## src/rtl/valu_seq.sv

```systemverilog
// Vector ALU sequencer: accepts one instruction at a time and steps it through
// an LMUL register group, one VRF register per cycle, with registered write-back.
module valu_seq #(
   parameter int VLEN = 128,
   parameter int NREG = 32,
   parameter int AW   = 5
) (
   input  logic            clk,
   input  logic            rst_n,
   input  logic            instr_valid,
   output logic            instr_ready,
   input  logic [2:0]      instr_op,
   input  logic [7:0]      instr_sew,
   input  logic [1:0]      instr_lmul,
   input  logic [AW-1:0]   instr_vd,
   input  logic [AW-1:0]   instr_vs1,
   input  logic [AW-1:0]   instr_vs2,
   input  logic [VLEN-1:0] instr_scalar,
   output logic [AW-1:0]   vrf_raddr1,
   output logic [AW-1:0]   vrf_raddr2,
   input  logic [VLEN-1:0] vrf_rdata1,
   input  logic [VLEN-1:0] vrf_rdata2,
   output logic            vrf_we,
   output logic [AW-1:0]   vrf_waddr,
   output logic [VLEN-1:0] vrf_wdata,
   output logic [VLEN-1:0] alu_in1,
   output logic [VLEN-1:0] alu_in2,
   output logic [2:0]      alu_op,
   output logic [7:0]      alu_sew,
   output logic [VLEN-1:0] alu_scalar,
   input  logic [VLEN-1:0] alu_result,
   output logic            busy,
   output logic            done,
   output logic            err
);

   // state | meaning
   // IDLE  | waiting for an instruction
   // EXEC  | reading/computing group element r_idx
   // FLUSH | last write-back presented, done pulse, may accept next
   // ERR   | illegal instruction rejected, done+err pulse, may accept next
   typedef enum logic [1:0] {IDLE, EXEC, FLUSH, ERR} state_t;

   state_t          r_state;
   logic [2:0]      r_idx;
   logic [2:0]      r_op;
   logic [7:0]      r_sew;
   logic [1:0]      r_lmul;
   logic [AW-1:0]   r_vd;
   logic [AW-1:0]   r_vs1;
   logic [AW-1:0]   r_vs2;
   logic [VLEN-1:0] r_scalar;
   logic            r_wb_valid;
   logic [AW-1:0]   r_wb_addr;
   logic [VLEN-1:0] r_wb_data;

   logic            w_accept;
   logic            w_sew_ok;
   logic            w_align_ok;
   logic            w_fits;
   logic            w_legal;
   logic [2:0]      w_mask_in;
   logic [2:0]      w_last_idx;
   logic [AW-1:0]   w_idx_ext;

   function automatic logic [2:0] grp_mask(input logic [1:0] lmul);
      case (lmul)
         2'd0:    grp_mask = 3'd0;
         2'd1:    grp_mask = 3'd1;
         2'd2:    grp_mask = 3'd3;
         default: grp_mask = 3'd7;
      endcase
   endfunction

   assign w_accept   = instr_valid & instr_ready;
   assign w_mask_in  = grp_mask(instr_lmul);
   assign w_last_idx = grp_mask(r_lmul);
   assign w_idx_ext  = {{(AW-3){1'b0}}, r_idx};

   assign w_sew_ok   = (instr_sew == 8'd8)  || (instr_sew == 8'd16) ||
                       (instr_sew == 8'd32) || (instr_sew == 8'd64) ||
                       (instr_sew == 8'd128);
   assign w_align_ok = ((instr_vd[2:0] | instr_vs1[2:0] | instr_vs2[2:0]) & w_mask_in) == 3'd0;
   // Aligned groups always fit a power-of-two register file; kept as a guard for odd NREG.
   assign w_fits     = (int'(instr_vd)  + int'(w_mask_in) < NREG) &&
                       (int'(instr_vs1) + int'(w_mask_in) < NREG) &&
                       (int'(instr_vs2) + int'(w_mask_in) < NREG);
   assign w_legal    = w_sew_ok & w_align_ok & w_fits;

   always_ff @(posedge clk or negedge rst_n) begin
      if (!rst_n) begin
         r_state    <= IDLE;
         r_idx      <= 3'd0;
         r_op       <= 3'd0;
         r_sew      <= 8'd8;
         r_lmul     <= 2'd0;
         r_vd       <= '0;
         r_vs1      <= '0;
         r_vs2      <= '0;
         r_scalar   <= '0;
         r_wb_valid <= 1'b0;
         r_wb_addr  <= '0;
         r_wb_data  <= '0;
      end else begin
         if (r_state == EXEC) begin
            r_wb_data  <= alu_result;
            r_wb_addr  <= r_vd + w_idx_ext;
            r_wb_valid <= 1'b1;
            r_idx      <= r_idx + 3'd1;
            if (r_idx == w_last_idx) r_state <= FLUSH;
         end else begin
            // The next instruction's first write is at least one cycle away.
            r_wb_valid <= 1'b0;
            if (w_accept) begin
               r_op     <= instr_op;
               r_sew    <= instr_sew;
               r_lmul   <= instr_lmul;
               r_vd     <= instr_vd;
               r_vs1    <= instr_vs1;
               r_vs2    <= instr_vs2;
               r_scalar <= instr_scalar;
               r_idx    <= 3'd0;
               r_state  <= w_legal ? EXEC : ERR;
            end else begin
               r_state  <= IDLE;
            end
         end
      end
   end

   assign instr_ready = (r_state != EXEC);
   assign busy        = (r_state == EXEC) || (r_state == FLUSH);
   assign done        = (r_state == FLUSH) || (r_state == ERR);
   assign err         = (r_state == ERR);

   assign vrf_raddr1  = r_vs1 + w_idx_ext;
   assign vrf_raddr2  = r_vs2 + w_idx_ext;
   assign vrf_we      = r_wb_valid;
   assign vrf_waddr   = r_wb_addr;
   assign vrf_wdata   = r_wb_data;

   assign alu_in1     = vrf_rdata1;
   assign alu_in2     = vrf_rdata2;
   assign alu_op      = r_op;
   assign alu_sew     = r_sew;
   assign alu_scalar  = r_scalar;

endmodule
```

## config.mk

```make
export PLATFORM = sky130hd
export DESIGN_NAME = valu_seq
export DESIGN_NICKNAME = d
export VERILOG_FILES = /design/src/rtl/valu_seq.sv
export SDC_FILE = /design/constraint.sdc
export NUM_CORES = 1
export LEC_CHECK = 0
export ABC_AREA = 1
export CORE_AREA = 2 2 424 426
export CTS_CLUSTER_DIAMETER = 100
export DETAILED_ROUTE_END_ITERATION = 10
export DIE_AREA = 0 0 426 428
export HOLD_SLACK_MARGIN = 0.15
export SLEW_MARGIN = 20
export SYNTH_ARGS = -nofsm -noshare
export SYNTH_HDL_FRONTEND = slang
export SYNTH_SLANG_ARGS = --single-unit
```

## constraint.sdc

```tcl
create_clock -name clk -period 2.11 [get_ports clk]
set_input_delay 0.422 -clock clk [delete_from_list [all_inputs] [get_ports clk]]
set_output_delay 0.422 -clock clk [all_outputs]
set_load 0.02 [all_outputs]
```

==> flow_metrics.py <==
metrics = {
    "clock_network": {
        "cts_tree": "built",
        "clock_path_buffers": 3,
        "clkTransAtPathRegs_ns": 0.06,
        "ctsRootBufferMaster": "clkbuf_16",
        "cts_max_level": 2,
        "cts.sinks": 295,
        "cts_buffers": 43,
        "clk_latency_ns": 0.63,
    },
    "synth": {
        "syn-cell-area_um2": 13700,
        "syn_inst": 1338,
        "synth_cell_types": 23,
        "synth-seq-area-share_pct": 53.9,
        "yosys.area.top_type": "dfrtp_1",
        "synthTopCellsByArea": "dfrtp_1 54%, buf_4 14%, nand2_1 13%, mux2_2 6.7%, mux2_1 5.1%",
        "syn_nets": 1903,
        "ys_ff_latch": 295,
        "synth_area_per_cell_um2": 10.2,
        "ys_warn_count": 0,
        "yosysTopAreaCellShare_pct": 53.7,
    },
    "timing": {
        "skew_ns": 0.0513,
        "tns_ns": -2.41,
        "worst_slew_pin_slew_ns": 0.565,
        "setup_ws_ns": -0.419,
        "period_share_pct": 120,
        "hold_slack_ns": 0.337,
        "rsz0062_at_grt": "yes",
        "fin_crit_ns": 2.53,
        "report.final.setup_viol": 9,
        "maxSlewHeadroom_pct": 62.5,
        "finalMaxSlewViolations": 0,
        "fmax_mhz": 395,
        "hold_viol": 0,
    },
    "power": {
        "p_comb_share_pct": 40.0,
        "p_leak_nw": 9.55,
        "power.density_nw_per_um2": 1200,
        "pwr-share-seq_pct": 31.9,
        "p_sw_mw": 10.8,
        "internal_power_mw": 15.8,
        "totalPowerFinal_mw": 26.6,
        "clkPwrFrac_pct": 28.1,
        "switching_share_pct": 40.6,
        "vdd_drop_max_uv": 638,
    },
    "floorplan": {
        "initial_core_util_pct": 7.72,
        "die-area_um2": 182000,
        "row_count": 155,
        "die_h_um": 428,
        "die_w_um": 426,
        "ioPinCount": 1086,
        "core_area_um2": 178000,
    },
    "drt": {
        "first_iter_violations": 601,
        "final_antenna_net_count": 0,
        "viasPerCell": 2.69,
        "wl_per_cell_um": 23.1,
        "totalWireLength_um": 94300,
        "vias": 11005,
        "first_pass_iters": 5,
        "drc_errors": 0,
    },
    "cells_and_area": {
        "fin_cells": 4086,
        "mostFrequentLayoutCells": "455 x nand2_1, 383 x clkdlybuf4s50_1, 293 x dfrtp_1, 154 x dlygate4sd2_1, 81 x mux2_2",
        "multi_input_area_um2": 4170,
        "postLayoutCellArea_um2": 22200,
        "drive_gt1_share_pct": 14.9,
        "final_common_cell": "nand2_1",
        "regArea_um2": 7380,
        "fillers": 20266,
        "area_growth_pct": 61.8,
        "final_nets": 2262,
    },
    "worst_setup_path": {
        "end_kind": "output port",
        "worstSetupPathType": "reg -> out",
        "arrival_ns": 2.11,
        "crit_fanout": 3,
        "r2r_setup_slack_ns": 0.07,
        "critPathLaunch": "r_idx[0]$_DFFE_PN0P_",
        "reg2regPathDepth": 8,
        "worstReg2RegEnd": "alu_scalar[71]$_DFFE_PN0P_",
        "crit_chain": "ha_2 -> inv_2 -> fa_2 -> o21ai_2 -> xor2_1 -> buf_4",
        "r2r-start": "r_state[1]$_DFFE_PN0P_",
        "cp.required_ns": 1.69,
        "cpPeakStageDelay_ns": 0.38,
        "cp-start-kind": "flip-flop",
        "critPathSlowestCell": "dfrtp_1",
    },
    "outcome": {
        "status": "finished with violations",
        "violations": "negative setup slack",
    },
    "global_route": {
        "grt_pass1_vias": 11441,
        "grt_usage_pct": 10.0,
        "grt_max_degree": 88,
        "grt_antenna_before_repair": 71,
        "overflow": 0,
        "grt_pass1_wl_um": 119000,
    },
    "placement": {
        "dpl.cell_count": 3990,
        "hpwl_um": 80300,
        "place.gp.congestion": 0.825,
        "place_area_um2": 20600,
        "portBuffers": 573,
    },
    "hold_path": {
        "whs_path_depth": 3,
        "min_path_type": "in -> reg",
        "holdPathEnd": "vrf_wdata[114]$_DFFE_PN0P_",
        "holdCritStartpoint": "alu_result[114]",
    },
    "run": {
        "drv_cap": 0,
    },
}
==> cell families after synthesis <==
family,Yosys count,share of synthesized area (%)
buf+inv,345,16.9
compound gates,27,1.00
fa+ha+maj,22,2.17
flops,295,53.9
simple gates,498,13.8
xor+xnor,8,0.511
mux,143,11.7
==> cell type report <==
class	instances	area share, %
antenna	2	0.0226
clock buffer	55	5.38
clock inverter	22	1.12
inverter	40	0.745
multi-input combinational	698	18.8
sequential	295	33.3
tap	2355	13.3
timing repair buffer	619	27.3
==> power by group through the flow <==
stage / logic, mW / clock network (mW) / registers (mW)
floorplan: 2.96 / 0 / 10.5
finish: 10.6 / 7.49 / 8.48
detailed placement: 11.4 / 0 / 8.61
global placement: 11.4 / 0 / 8.52
global route: 11.5 / 8.03 / 8.71
CTS: 10.9 / 7.87 / 8.50
==> what timing repair did <==
action,4_1_cts,5_1_grt
gates resized for setup,203,20
pin swaps,13,8
endpoints found under the setup margin,172,19
gates cloned,0,0
buffers inserted,12,3
hold buffers,3,0
endpoints found under the hold margin,294,0
==> per-layer routing <==
layer | share of wire [%] | track usage [%] | vias to the layer above | wire length [µm]
li1 | - | - | 4693 | -
met1 | 36 | 10.6 | 5225 | 33800
met2 | 42 | 14.9 | 763 | 40000
met3 | 17 | 7.54 | 308 | 15800
met4 | 4.7 | 3.83 | 16 | 4430
met5 | 0.28 | 0.847 | - | 267
==> metrics by stage <==
stage	worst slack [ns]	utilization, %
global placement	-0.180	11.6
global route	-0.554	12.5
detailed placement	-0.0927	11.6
finish	-0.419	12.5
floorplan	0.0621	-
CTS	-0.487	12.4
==> worst max path at each step <==
stage | cells past startpoint | slack (ns) | endpoint
6_report | 6 | -0.42 | vrf_raddr2[4]
5_1_grt | 6 | -0.55 | vrf_raddr1[4]
4_1_cts | 6 | -0.49 | vrf_raddr2[4]
3_5_place_dp | 12 | -0.09 | r_state[1]$_DFFE_PN0P_
3_3_place_gp | 12 | -0.18 | r_state[1]$_DFFE_PN0P_
2_1_floorplan | 5 | 0.06 | vrf_raddr2[4]
==> cells in the mapped netlist <==
library cell / instances
nor2_1: 25
buf_1: 2
xnor2_1: 2
nand3_1: 13
o21bai_1: 1
nand2_1: 457
o21ai_0: 21
a21oi_1: 5
clkbuf_1: 16
xor2_1: 6
inv_1: 39
nor3_1: 1
or2_2: 1
buf_2: 23
dfstp_2: 1
fa_1: 3
dfrtp_1: 294
inv_2: 1
nand2_2: 1
buf_4: 264
ha_1: 19
mux2_2: 81
mux2_1: 62
==> critical path, delay by kind of cell, from the launching register on <==
kind	cells	cell delay, ns
adder cells (fa/ha/maj)	2	0.56
flip-flops	1	0.38
AO/OA/AOI/OAI	1	0.16
buffers and inverters	2	0.21
XOR/XNOR	1	0.17
==> registers in the layout, summed over array words and instances (netlist names), 5 cells and up <==
| signal | flops |
|---|---|
| alu_scalar | 128 |
| vrf_wdata | 128 |
| alu_sew | 8 |
| r_vd | 5 |
| r_vs1 | 5 |
| r_vs2 | 5 |
| vrf_waddr | 5 |
Power figures use the tool's default switching activity.
